===== config.mk =====
export PLATFORM = sky130hd
export DESIGN_NAME = aes_fifo_host_bridge
export DESIGN_NICKNAME = d
export VERILOG_FILES = /design/src/rtl/aes_fifo_host_bridge.sv
export SDC_FILE = /design/constraint.sdc
export NUM_CORES = 1
export LEC_CHECK = 0
export ABC_AREA = 1
export CORE_MARGIN = 5
export CORE_UTILIZATION = 40
export DETAILED_ROUTE_END_ITERATION = 8
export GPL_ROUTABILITY_DRIVEN = 1
export PLACE_DENSITY = 0.62
export SYNTH_ARGS = -nofsm -noshare
export SYNTH_HDL_FRONTEND = slang
export SYNTH_SLANG_ARGS = --single-unit
export TNS_END_PERCENT = 10

===== constraint.sdc =====
create_clock -name clock -period 2.12 [get_ports clock]
set_clock_uncertainty 0.2 [all_clocks]
set_input_delay 0.424 -clock clock [delete_from_list [all_inputs] [get_ports clock]]
set_output_delay 0.424 -clock clock [all_outputs]
set_load 0.02 [all_outputs]

===== src/rtl/aes_fifo_host_bridge.sv =====
// Host-side driver for the FIFO-wrapped AES core: buffers (data,key) pairs, streams them
// into the AES input FIFO with an end tag on the last word, then collects the result bytes.
module aes_fifo_host_bridge #(
    parameter int          DATA_WIDTH = 32,
    parameter int          NUM_PAIRS  = 16,
    parameter logic [15:0] LAST_TAG   = 16'h1111
) (
    input  logic                         clock,
    input  logic                         reset,
    input  logic                         cfg_wr,
    input  logic [$clog2(NUM_PAIRS)-1:0] cfg_addr,
    input  logic [15:0]                  cfg_wdata,
    input  logic                         start,
    output logic                         busy,
    output logic                         done,
    output logic                         err,
    output logic [$clog2(NUM_PAIRS):0]   rx_count,
    input  logic [$clog2(NUM_PAIRS)-1:0] res_rd_addr,
    output logic [7:0]                   res_rd_data,
    input  logic                         in_full,
    output logic                         in_wr,
    output logic [DATA_WIDTH-1:0]        in_dout,
    input  logic                         out_empty,
    output logic                         out_rd,
    input  logic [DATA_WIDTH-1:0]        out_din
);

    localparam int IW = $clog2(NUM_PAIRS);
    localparam int CW = IW + 1;
    localparam logic [CW-1:0] LAST_IDX = CW'(NUM_PAIRS - 1);

    typedef enum logic [1:0] {IDLE, SEND, DRAIN, DONE} state_t;

    state_t          state_reg, state_next;
    logic [CW-1:0]   tx_idx_reg;
    logic [CW-1:0]   rx_count_reg;
    logic            err_reg;
    logic [7:0]      res_rd_data_reg;
    logic [15:0]     pair_mem [NUM_PAIRS];
    logic [7:0]      res_mem  [NUM_PAIRS];
    logic [15:0]     tag;

    always_ff @(posedge clock or posedge reset) begin
        if (reset) begin
            state_reg <= IDLE;
        end else begin
            state_reg <= state_next;
        end
    end

    // FIFO handshakes are combinational so a write/pop happens the same cycle the flag allows it
    always_comb begin
        state_next = state_reg;
        busy       = 1'b1;
        done       = 1'b0;
        in_wr      = 1'b0;
        out_rd     = 1'b0;
        case (state_reg)
            IDLE: begin
                busy = 1'b0;
                if (start) begin
                    state_next = SEND;
                end
            end
            SEND: begin
                in_wr = !in_full;
                if (!in_full && tx_idx_reg == LAST_IDX) begin
                    state_next = DRAIN;
                end
            end
            DRAIN: begin
                out_rd = !out_empty;
                if (!out_empty && rx_count_reg == LAST_IDX) begin
                    state_next = DONE;
                end
            end
            DONE: begin
                done       = 1'b1;
                state_next = IDLE;
            end
            default: state_next = IDLE;
        endcase
    end

    always_ff @(posedge clock or posedge reset) begin
        if (reset) begin
            tx_idx_reg   <= '0;
            rx_count_reg <= '0;
            err_reg      <= 1'b0;
        end else begin
            if (state_reg == IDLE && start) begin
                tx_idx_reg   <= '0;
                rx_count_reg <= '0;
                err_reg      <= 1'b0;
            end
            if (in_wr) begin
                tx_idx_reg <= tx_idx_reg + CW'(1);
            end
            if (out_rd) begin
                rx_count_reg <= rx_count_reg + CW'(1);
                if (|out_din[DATA_WIDTH-1:8]) begin
                    err_reg <= 1'b1;
                end
            end
        end
    end

    // Pair buffer only accepts writes while idle so the words in flight stay stable
    always_ff @(posedge clock) begin
        if (state_reg == IDLE && cfg_wr) begin
            pair_mem[cfg_addr] <= cfg_wdata;
        end
    end

    always_ff @(posedge clock) begin
        if (out_rd) begin
            res_mem[rx_count_reg[IW-1:0]] <= out_din[7:0];
        end
    end

    always_ff @(posedge clock or posedge reset) begin
        if (reset) begin
            res_rd_data_reg <= '0;
        end else begin
            res_rd_data_reg <= res_mem[res_rd_addr];
        end
    end

    assign tag         = (tx_idx_reg == LAST_IDX) ? LAST_TAG : 16'h0000;
    assign in_dout     = DATA_WIDTH'({tag, pair_mem[tx_idx_reg[IW-1:0]]});
    assign rx_count    = rx_count_reg;
    assign err         = err_reg;
    assign res_rd_data = res_rd_data_reg;

endmodule


==> flow_summary_export.csv <==
group,metric,value,unit
run_status,status,"finished with violations",
run_status,failed_checks,"setup timing",
timing,setup_tns,-10780,ps
final_layout,largest_reg_flops,256,
timing,post-route-min-period,2720,ps
final_layout,synthToLayoutAreaGrowth,27.6,%
floorplan,die-height,220,µm
logic_synthesis,ys_warn_count,0,
logic_synthesis,ys_async_sr_fraction,5.19,%
grt,grt_pass1_wl,70.1,mm
setup_path,cp-end-kind,"primary output",
timing,slew_viol_final,0,
run,max_cap_violations,0,
final_layout,drive_above_1_share,17.7,%
route,drt_iter0_drc,1005,
min_path,hp-class,"input port to asynchronous set/reset pin",
logic_synthesis,ys.flop_type,"edfxtp_1",
route,drcViolationCount,0,
clock_tree,htreeDepth,2,
placement,gp_congestion,0.837,
logic_synthesis,synth_top_area_share,65.2,%
setup_path,cpPeakStageDelay,540,ps
setup_path,timing.rr.start,"tx_idx_reg[0]$_DFFE_PP0P_",
timing,slew_headroom,58.9,%
clock_tree,clock_latency,560,ps
grt,grt_overflow_total,0,
floorplan,ioPinCount,112,
power_and_ir_drop,clockPowerShare,30.8,%
route,first_pass_iters,5,
route,num_vias,12400,
floorplan,rows,77,
logic_synthesis,netlist_area,17700,µm²
grt,globalRouteTotalUtil,18.7,%
power_and_ir_drop,power.density,1040,nW/µm²
setup_path,cp_cell_sequence,"buf_4, buf_6, ha_4, nand2_4, nor2_4, ha_4, buf_4, buf_6",
timing,rsz0062_at_grt,"true",
clock_tree,cts.sinks,405,
logic_synthesis,syn_avg_cell_area,10.2,µm²
logic_synthesis,synth-seq-cells,405,
placement,place_area,20200,µm²
route,viasPerCell,4.84,
timing,setup_slack,-600,ps
clock_tree,cts_root_buf,"clkbuf_16",
setup_path,start_kind,"register",
floorplan,dieArea,48500,µm²
power_and_ir_drop,p_switching,0.00712,W
logic_synthesis,yosysSeqAreaShare,68.2,%
route,wl,46.2,mm
power_and_ir_drop,seqPwrFrac,39.2,%
power_and_ir_drop,internal_power,0.0162,W
grt,grt_max_degree,65,
logic_synthesis,synth-edff-count,384,
setup_path,critPathRequiredTime,1500,ps
floorplan,core,43900,µm²
timing,setup_viol,24,
clock_tree,cts_inserted_buffers,43,
power_and_ir_drop,netSwitchingFraction,30.5,%
setup_path,r2r_setup_slack,-130,ps
final_layout,nets,2019,
placement,dp_hpwl,28.7,mm
setup_path,crit_path_max_fanout,4,
timing,max_slew.worst_pin.slew,615,ps
setup_path,crit_slowest_cell,"dfrtp_4",
setup_path,r2r-end,"state_reg[0]$_DFFE_PP0P_",
timing,fmax,368,MHz
route,routedWlPerCell,18.0,µm
placement,portBuffers,99,
final_layout,finalInstanceArea,22600,µm²
logic_synthesis,synth_cell_type_count,20,
clock_tree,cts_tree,"built",
clock_tree,clk_pin_slew,60,ps
logic_synthesis,netlist.top_cell.by_area,"edfxtp_1",
power_and_ir_drop,p_leak,9.70,nW
logic_synthesis,synth_commonest_cells,"nand2_1 (545), edfxtp_1 (384), inv_1 (312)",
logic_synthesis,postSynthCellCount,1734,
route,detail-route-antenna-nets,0,
timing,hold_viol,0,
setup_path,critPathArrivalTime,2100,ps
setup_path,path_delay_family,"flip-flops",
clock_tree,cts_buffer_depth,3,
setup_path,rr_worst_depth,12,
floorplan,start_util,40.2,%
grt,grt_pass1_vias,12500,
timing,period_share,128,%
grt,antenna_found_initial,1,
power_and_ir_drop,pwr-share-comb,30.0,%
setup_path,path_buf_inv,4,
power_and_ir_drop,peakVddDrop,0.000812,V
setup_path,critical_path_class,"register to primary output",
floorplan,die_w,220,µm
logic_synthesis,synth_most_common_cell,"nand2_1",
logic_synthesis,yosys-top-cells-area,"edfxtp_1 (65%), nand2_1 (12%), nand3_1 (8.3%), inv_1 (6.6%), dfrtp_1 (3.0%)",
==> tightest hold or removal path, delay by kind of cell <==
kind / cells / cell delay (ps)
buffers and inverters: 3 / 750
==> through the flow <==
| step | worst slack, ps | total power, W | instances | hold WS [ps] | utilization (%) |
|---|---|---|---|---|---|
| 2_1_floorplan | -131 | 0.0124 | 1745 | 201 | - |
| 3_3_place_gp | -465 | 0.0147 | 2462 | 301 | 45.9 |
| 3_5_place_dp | -463 | 0.0147 | 2462 | 294 | 45.9 |
| 4_1_cts | -579 | 0.0230 | 2563 | 2.02 | 50.4 |
| 5_1_grt | -659 | 0.0245 | 2571 | 29.7 | 51.3 |
| 6_report | -600 | 0.0234 | 2571 | 19.4 | 51.3 |
==> power by group through the flow <==
stage	clock network [W]	registers, W	logic [W]
5_1_grt	0.00769	0.00917	0.00759
2_1_floorplan	0	0.00930	0.00308
3_5_place_dp	0	0.00930	0.00545
3_3_place_gp	0	0.00929	0.00539
4_1_cts	0.00734	0.00913	0.00652
6_report	0.00720	0.00915	0.00701
==> worst max-delay path by stage <==
stage / slack, ps / endpoint / start / cells past startpoint
after floorplan: -130 / pair_mem[10][0]$_DFFE_PP_ / state_reg[0]$_DFFE_PP0P_ / 6
after global placement: -470 / in_dout[5] / tx_idx_reg[0]$_DFFE_PP0P_ / 9
after detailed placement: -460 / in_dout[8] / tx_idx_reg[0]$_DFFE_PP0P_ / 9
after CTS: -580 / in_dout[14] / tx_idx_reg[0]$_DFFE_PP0P_ / 9
after global routing: -660 / in_dout[13] / tx_idx_reg[0]$_DFFE_PP0P_ / 10
final: -600 / in_dout[16] / tx_idx_reg[0]$_DFFE_PP0P_ / 8
==> area by class of cell <==
class                           instances  area, µm²
Timing Repair Buffer                  246       2730
Antenna cell                            1       2.50
Sequential cell                       405      12100
Inverter                              316       1210
Multi-Input combinational cell        933       4480
Tap cell                              592        741
Clock inverter                         20        184
Clock buffer                           58       1150
Fill cell                            3920      21400
==> logic make-up after synthesis <==
group,after synthesis,synth area share (%)
AOI/OAI and AO/OA,15,0.467
DFF,405,68.2
and+or+nand+nor,893,21.1
other,1,0.0212
buffers and inverters,407,9.34
adders and majority gates,12,0.850
xor gates and xnor gates,1,0.0496
==> metal layers <==
metal  vias to the layer above  global-route usage [%]  part of all wire, %
met4                         0                    7.32                  3.5
met2                       342                    32.4                   51
met5                         -                       0                    0
met3                        95                    2.83                  5.1
met1                      6016                    23.9                   41
li1                       5978                       -                    -
==> placed cells by master, fill, tap and decap left out, types with 4 or more instances in the layout <==
cell type / Yosys / routed
buf_6: 0 / 38
buf_4: 15 / 94
clkinv_2: 0 / 6
inv_2: 2 / 5
dfrtp_1: 21 / 18
nand2_1: 545 / 504
clkbuf_16: 0 / 46
conb_1: 1 / 12
ha_4: 0 / 5
nor2_2: 0 / 12
clkdlybuf4s50_1: 0 / 61
inv_1: 312 / 306
ha_1: 12 / 7
clkinv_1: 2 / 7
nand3_1: 294 / 249
nor2_1: 53 / 36
buf_16: 0 / 10
clkbuf_1: 16 / 13
buf_12: 0 / 24
o22ai_1: 4 / 4
nor2_4: 0 / 5
nand2_2: 0 / 38
dlygate4sd2_1: 0 / 10
nand3_2: 0 / 45
edfxtp_1: 384 / 384
o21ai_0: 7 / 6
==> repair_timing <==
item	in CTS	in global routing
hold endpoints to repair	0	0
setup endpoints to repair	193	286
gates resized for setup	217	86
pin swaps	28	22
gates cloned	9	3
hold buffers	0	0
setup buffers	14	5
No activity file was read; power rests on OpenSTA's default activity.
